--- src/rtl/muldiv_pkg.sv ---
// muldiv_pkg: shared types and constants for the RV32M multiply/divide unit.
//   muldiv_op_e    - RV32M funct3 encodings
//   muldiv_state_e - controller states
//   DIV_STEPS      - restoring-division iterations per divide
//   INT_MIN        - most negative 32-bit value (signed-overflow dividend)
package muldiv_pkg;

  typedef enum logic [2:0] {
    OP_MUL    = 3'b000,
    OP_MULH   = 3'b001,
    OP_MULHSU = 3'b010,
    OP_MULHU  = 3'b011,
    OP_DIV    = 3'b100,
    OP_DIVU   = 3'b101,
    OP_REM    = 3'b110,
    OP_REMU   = 3'b111
  } muldiv_op_e;

  typedef enum logic [1:0] {
    IDLE = 2'd0,
    MUL  = 2'd1,
    DIV  = 2'd2,
    DONE = 2'd3
  } muldiv_state_e;

  localparam int          DIV_STEPS = 32;
  localparam logic [31:0] INT_MIN   = 32'h8000_0000;

endpackage

--- src/rtl/muldiv_unit_div_step.sv ---
// div_step: one combinational restoring-division iteration on unsigned
// magnitudes. The {rem, quot} pair is shifted left by one, the divisor is
// trial-subtracted from the widened remainder, and the new quotient bit is 1
// when the subtraction does not borrow.
//   rem       in  32 : partial remainder
//   quot      in  32 : dividend bits still to shift in / quotient bits so far
//   divisor   in  32 : divisor magnitude
//   rem_next  out 32 : partial remainder after this step
//   quot_next out 32 : quotient/dividend word after this step
module div_step (
  input  logic [31:0] rem,
  input  logic [31:0] quot,
  input  logic [31:0] divisor,
  output logic [31:0] rem_next,
  output logic [31:0] quot_next
);

  logic [32:0] shifted;
  logic [33:0] trial;
  logic        borrow;
  logic        unused_trial_bit;

  assign shifted = {rem, quot[31]};
  assign trial   = {1'b0, shifted} - {2'b00, divisor};
  assign borrow  = trial[33];

  // The remainder stays below the divisor, so a non-borrowing trial always
  // fits in 32 bits and bit 32 carries no information.
  assign unused_trial_bit = trial[32];

  assign rem_next  = borrow ? shifted[31:0] : trial[31:0];
  assign quot_next = {quot[30:0], ~borrow};

endmodule

--- src/rtl/muldiv_unit.sv ---
// muldiv_unit: iterative RV32M multiply/divide unit beside the execute-stage
// ALU. Multiplies take two cycles; divides run a 32-step restoring loop, with
// single-cycle fast paths for divide-by-zero and signed overflow.
//   clk_i     in  1  : clock, rising edge
//   rst_i     in  1  : synchronous active-high reset
//   start_i   in  1  : request, accepted only while ready_o is 1
//   funct3_i  in  3  : RV32M funct3
//   src_a_i   in  32 : rs1 (multiplicand / dividend)
//   src_b_i   in  32 : rs2 (multiplier / divisor)
//   flush_i   in  1  : abort the in-flight operation, no valid_o pulse
//   ready_o   out 1  : idle, can accept
//   busy_o    out 1  : operation in flight (~ready_o)
//   valid_o   out 1  : one-cycle pulse, result_o valid
//   result_o  out 32 : result, held until the next completion
//
// state | meaning
// IDLE  | waiting for start_i; operands latched on accept
// MUL   | 33x33 product formed from latched operands, result captured
// DIV   | one restoring step per cycle, counter runs 31 down to 0
// DONE  | valid_o pulse, result_o already updated on entry
module muldiv_unit
  import muldiv_pkg::*;
(
  input  logic        clk_i,
  input  logic        rst_i,
  input  logic        start_i,
  input  logic [2:0]  funct3_i,
  input  logic [31:0] src_a_i,
  input  logic [31:0] src_b_i,
  input  logic        flush_i,
  output logic        ready_o,
  output logic        busy_o,
  output logic        valid_o,
  output logic [31:0] result_o
);

  muldiv_state_e state_q, state_d;
  muldiv_op_e    op_reg;
  logic [31:0]   opa;
  logic [31:0]   opb;
  logic [31:0]   rem_acc;
  logic [31:0]   result_reg;
  logic [4:0]    cnt;
  logic          neg_q;
  logic          neg_r;

  // Accept-time decode of the incoming request.
  logic        in_is_div;
  logic        in_signed_div;
  logic        in_is_rem;
  logic        in_div_zero;
  logic        in_div_ovf;
  logic        in_fast;
  logic [31:0] in_fast_res;
  logic [31:0] in_mag_a;
  logic [31:0] in_mag_b;

  assign in_is_div     = funct3_i[2];
  assign in_signed_div = ~funct3_i[0];
  assign in_is_rem     = funct3_i[1];
  assign in_div_zero   = (src_b_i == 32'd0);
  assign in_div_ovf    = in_signed_div && (src_a_i == INT_MIN) && (src_b_i == 32'hFFFF_FFFF);
  assign in_fast       = in_is_div && (in_div_zero || in_div_ovf);
  assign in_mag_a      = (in_signed_div && src_a_i[31]) ? (32'd0 - src_a_i) : src_a_i;
  assign in_mag_b      = (in_signed_div && src_b_i[31]) ? (32'd0 - src_b_i) : src_b_i;

  always_comb begin
    in_fast_res = 32'd0;
    if (in_div_zero) in_fast_res = in_is_rem ? src_a_i : 32'hFFFF_FFFF;
    else             in_fast_res = in_is_rem ? 32'd0 : INT_MIN;
  end

  // Multiply: operands widened to 33 bits with per-op signedness, then
  // sign-extended to 66 bits so the product width is explicit.
  logic               ext_a_sgn;
  logic               ext_b_sgn;
  logic signed [65:0] wide_a;
  logic signed [65:0] wide_b;
  logic        [65:0] prod;
  logic        [31:0] mul_res;
  logic               unused_prod_msbs;

  assign ext_a_sgn = ((op_reg == OP_MULH) || (op_reg == OP_MULHSU)) && opa[31];
  assign ext_b_sgn = (op_reg == OP_MULH) && opb[31];
  assign wide_a    = {{33{ext_a_sgn}}, ext_a_sgn, opa};
  assign wide_b    = {{33{ext_b_sgn}}, ext_b_sgn, opb};
  assign prod      = wide_a * wide_b;
  assign mul_res   = (op_reg == OP_MUL) ? prod[31:0] : prod[63:32];
  assign unused_prod_msbs = ^prod[65:64];

  // Divide: opa shifts out dividend bits and collects quotient bits.
  logic [31:0] step_rem;
  logic [31:0] step_quot;
  logic [31:0] div_res;
  logic        op_is_rem;

  div_step u_div_step (
    .rem       (rem_acc),
    .quot      (opa),
    .divisor   (opb),
    .rem_next  (step_rem),
    .quot_next (step_quot)
  );

  assign op_is_rem = (op_reg == OP_REM) || (op_reg == OP_REMU);

  always_comb begin
    div_res = 32'd0;
    if (op_is_rem) div_res = neg_r ? (32'd0 - step_rem)  : step_rem;
    else           div_res = neg_q ? (32'd0 - step_quot) : step_quot;
  end

  always_comb begin
    state_d = state_q;
    if (flush_i) begin
      state_d = IDLE;
    end else begin
      unique case (state_q)
        IDLE: begin
          if (start_i) begin
            if (!in_is_div)   state_d = MUL;
            else if (in_fast) state_d = DONE;
            else              state_d = DIV;
          end
        end
        MUL:     state_d = DONE;
        DIV:     if (cnt == 5'd0) state_d = DONE;
        DONE:    state_d = IDLE;
        default: state_d = IDLE;
      endcase
    end
  end

  always_ff @(posedge clk_i) begin
    if (rst_i) begin
      state_q    <= IDLE;
      op_reg     <= OP_MUL;
      opa        <= 32'd0;
      opb        <= 32'd0;
      rem_acc    <= 32'd0;
      result_reg <= 32'd0;
      cnt        <= 5'd0;
      neg_q      <= 1'b0;
      neg_r      <= 1'b0;
    end else begin
      state_q <= state_d;
      if (!flush_i) begin
        unique case (state_q)
          IDLE: begin
            if (start_i) begin
              op_reg  <= muldiv_op_e'(funct3_i);
              rem_acc <= 32'd0;
              cnt     <= 5'(DIV_STEPS - 1);
              if (in_is_div) begin
                opa   <= in_mag_a;
                opb   <= in_mag_b;
                neg_q <= in_signed_div && (src_a_i[31] ^ src_b_i[31]);
                neg_r <= in_signed_div && src_a_i[31];
                if (in_fast) result_reg <= in_fast_res;
              end else begin
                opa   <= src_a_i;
                opb   <= src_b_i;
                neg_q <= 1'b0;
                neg_r <= 1'b0;
              end
            end
          end
          MUL: result_reg <= mul_res;
          DIV: begin
            rem_acc <= step_rem;
            opa     <= step_quot;
            cnt     <= cnt - 5'd1;
            if (cnt == 5'd0) result_reg <= div_res;
          end
          default: ;
        endcase
      end
    end
  end

  assign ready_o  = (state_q == IDLE);
  assign busy_o   = ~ready_o;
  assign valid_o  = (state_q == DONE);
  assign result_o = result_reg;

endmodule
--- config.mk ---
export PLATFORM = sky130hd
export DESIGN_NAME = muldiv_unit
export DESIGN_NICKNAME = d
export VERILOG_FILES = /design/src/rtl/muldiv_pkg.sv /design/src/rtl/muldiv_unit_div_step.sv /design/src/rtl/muldiv_unit.sv
export SDC_FILE = /design/constraint.sdc
export NUM_CORES = 2
export LEC_CHECK = 0
export BUFFER_PORTS_ARGS = -buffer_cell sky130_fd_sc_hd__buf_2
export CORE_ASPECT_RATIO = 1.5
export CORE_MARGIN = 3
export CORE_UTILIZATION = 49
export CTS_CLUSTER_SIZE = 8
export DETAILED_ROUTE_END_ITERATION = 16
export PLACE_DENSITY = 0.64
export SETUP_SLACK_MARGIN = 0.3
export SLEW_MARGIN = 10
export SYNTH_ARGS = -nofsm -noshare
export SYNTH_HDL_FRONTEND = slang
export SYNTH_SLANG_ARGS = --single-unit
export TNS_END_PERCENT = 30
--- constraint.sdc ---
create_clock -name clk_i -period 11.56 [get_ports clk_i]
set_clock_uncertainty 0.1 [all_clocks]
set_input_delay 0.578 -clock clk_i [delete_from_list [all_inputs] [get_ports clk_i]]
set_output_delay 0.578 -clock clk_i [all_outputs]
set_load 0.01 [all_outputs]
==> out/metrics.csv <==
metric;value;unit
run_status;finished, final reports clean;
dp.cells;7047;
cellLeakagePower;23.9;nW
finalWorstSetupSlack;1.85;ns
cts_buffers;17;
die_width;266;um
use_met2;58.2;%
max_clock_freq;103;MHz
crit_family;adder cells;
crit_required;11.85;ns
detailedPlacementHpwl;140000;um
final_common_cell;sky130_fd_sc_hd__inv_1;
drt_first_iter_violations;2693;
fin_crit_sh;84.0;%
power_per_cell_area;57.0;nW/um^2
cts_resized;0;
detailedPlace.worstSlack;1.95;ns
timing.slew.headroom;16.6;%
detail_route.first_pass.iterations;6;
power.total;2.95;mW
globalRouteOverflowTotal;0;
io-pin-count;106;
timing.reg2reg.worst_path_depth;29;
power.share.sequential;19.1;%
post_cts.repair.setup_buffers;0;
yosysWarningCount;0;
floorplan.initialDensity;49.6;%
power_frac_clock;19.5;%
layout-drive-gt1-share;5.57;%
hold_viol;0;
r2r-start;opb[1]$_SDFFE_PP0P_;
p_sw_share;53.6;%
detail_route.drc_violations;0;
num-fill-cells;9593;
hold-path-endpoint;state_q[0]$_SDFFE_PP0P_;
critical-path-top-cell-by-count;sky130_fd_sc_hd__fa_1;
die_area;105000;sq um
synth_seq_area_share;5.64;%
synth.top_cells.by_area;sky130_fd_sc_hd__fa_1 45%, sky130_fd_sc_hd__inv_1 9.3%, sky130_fd_sc_hd__nand2_1 7.8%;
synth_instances;5901;
clock_path_buffers;2;
hold_start;flush_i;
gp_routability_congestion;1.00;
via_count;40907;
final_cell_mix;1229 x sky130_fd_sc_hd__inv_1, 1126 x sky130_fd_sc_hd__fa_1, 1026 x sky130_fd_sc_hd__nand2_1;
grt_setup_unrepaired;false;
vias_in_the_first_global_route;44164;
comb_power_share;61.4;%
ctsHtreeMaxLevel;4;
timing.max_cap.violations;0;
crit_path_max_cell_delay;0.66;ns
path_class;reg2reg;
syn_avg_cell_area;8.42;sq um
dieHeight;396;um
cts_root_buffer;sky130_fd_sc_hd__clkbuf_16;
tritoncts;done;
globalRouteMet3Util;5.07;%
number_of_synthesized_flops_with_an_enable_pin;0;
dominantRegCellSynth;sky130_fd_sc_hd__dfxtp_1;
grt_pass1_wl;263000;um
grt.busiest_layer;met2;
clk_transition_reported_paths;0.07;ns
num_rows;142;
postSynthNetCount;7354;
worst_skew_late_latency;0.47;ns
synth_cell_types;99;
vias_per_cell;5.77;
placement.io_buffers;105;
grt_antenna_before_repair;4;
power.switching;1.58;mW
setup-violations-final;0;
share_of_the_core_filled_with_cells_in_the_final_layout;51.8;%
hold-path-cell-count;2;
worst_r2r_endpoint;result_o[20]$_SDFFE_PP0P_;
ys_seq_elements;140;
hold_class;in2reg;
clock_sink_count;140;
route.antenna.remaining_nets;0;
wire_per_inst;24.3;um
crit_end_element;flop;
number_of_pins_exceeding_their_max_slew_limit_in_the_final_report;0;
synth.largest_area_cell;sky130_fd_sc_hd__fa_1;
cellInternalPower;1.37;mW
core-area;100000;sq um
drt-total-wl;172000;um
crit_arrival;10.00;ns
postSynth.asyncResetShare;0;%
postCtsHoldBufs;0;
worst_ir_drop_vdd;0.0989;mV
finalWorstPathRequiredPeriod;9.71;ns
setup.reg_to_reg.worst_slack;1.85;ns
slowest_stage;sky130_fd_sc_hd__dfxtp_1;
syn_to_final_growth;4.38;%
post_synth_instance_area;49700;sq um
worst-path-buf-inv;8;
finalNetCount;7223;
synth_largest_type_area_fraction;45.4;%
max_slew.worst_pin.slew;1.25;ns
layoutNonFillerInstCount;7084;
grt_start_max_net_pins;76;
sum_of_negative_setup_slack;0;ns
grt_use_met1;39.3;%
timing.critical_path.fanout_max;17;
worst_setup_path_start_kind;flop;
gr-usage-all-layers;33.4;%
==> final cells by class <==
cell class	instances	area, sq um	share of cell area (%)
antenna	5	12.5	0.0241
clock buffer	17	425	0.820
clock inverter	15	145	0.280
inverter	1230	4620	8.90
multi-input combinational	4164	40900	78.8
sequential	140	2800	5.41
tap	1296	1620	3.13
timing repair buffer	217	1380	2.66
==> power groups by stage <==
stage          Clock (mW)  Combinational [mW]  Sequential, mW
6_report            0.577                1.81           0.563
5_1_grt             0.594                1.97           0.565
4_1_cts             0.579                1.80           0.561
3_5_place_dp            0                1.78           0.572
3_3_place_gp            0                1.78           0.571
2_1_floorplan           0                1.15           0.521
==> cell usage after synthesis, drive strengths merged, types with 43 or more instances <==
library cell  count
clkbuf          307
o31ai            43
buf              60
o21ai           193
nor3             50
nand2          1027
a211oi           48
nor2            248
dfxtp           140
a21oi           202
xor2             91
ha              256
inv            1230
and2            281
a21o             52
fa             1126
xnor2           122
==> cell families after synthesis <==
family / after synthesis / share of synthesized area (%)
AOI/OAI and AO/OA: 742 / 9.80
muxes: 18 / 0.380
DFF: 140 / 5.64
adders and majority gates: 1382 / 51.8
xor gates and xnor gates: 213 / 3.75
buffers and inverters: 1597 / 12.2
and+or+nand+nor: 1809 / 16.4
==> how the worst max path moves through the flow <==
| stage | startpoint | to | slack (ns) | cells past startpoint |
|---|---|---|---|---|
| floorplan | op_reg[1]$_SDFFE_PP0P_ | result_o[28]$_SDFFE_PP0P_ | 2.76 | 30 |
| global placement | opb[1]$_SDFFE_PP0P_ | result_o[20]$_SDFFE_PP0P_ | 1.95 | 29 |
| detailed placement | opb[1]$_SDFFE_PP0P_ | result_o[29]$_SDFFE_PP0P_ | 1.95 | 28 |
| CTS | opb[1]$_SDFFE_PP0P_ | result_o[29]$_SDFFE_PP0P_ | 1.92 | 28 |
| global route | opb[1]$_SDFFE_PP0P_ | result_o[29]$_SDFFE_PP0P_ | 1.15 | 28 |
| finish | opb[1]$_SDFFE_PP0P_ | result_o[20]$_SDFFE_PP0P_ | 1.85 | 29 |
==> metrics by stage <==
stage          cell area [sq um]  hold WS (ns)
6_report                   51900         0.320
4_1_cts                    51900         0.305
3_5_place_dp               51300         0.339
5_1_grt                    51900         0.336
2_1_floorplan              49700         0.360
3_3_place_gp               51300         0.341
==> metal layers <==
layer,routed length (um),part of all wire [%]
met4,11900,6.9
met3,11400,6.6
met5,0,0
met1,63000,37
met2,85700,50
==> worst register-to-register path: cells and delay by family, from the launching register on <==
family,cells,cell delay [ns]
xor gates and xnor gates,1,0.51
and+or+nand+nor,4,0.85
DFF,1,0.66
adders and majority gates,9,4.47
AOI/OAI and AO/OA,7,2.10
buffers and inverters,8,0.96
Power figures use the tool's default switching activity.
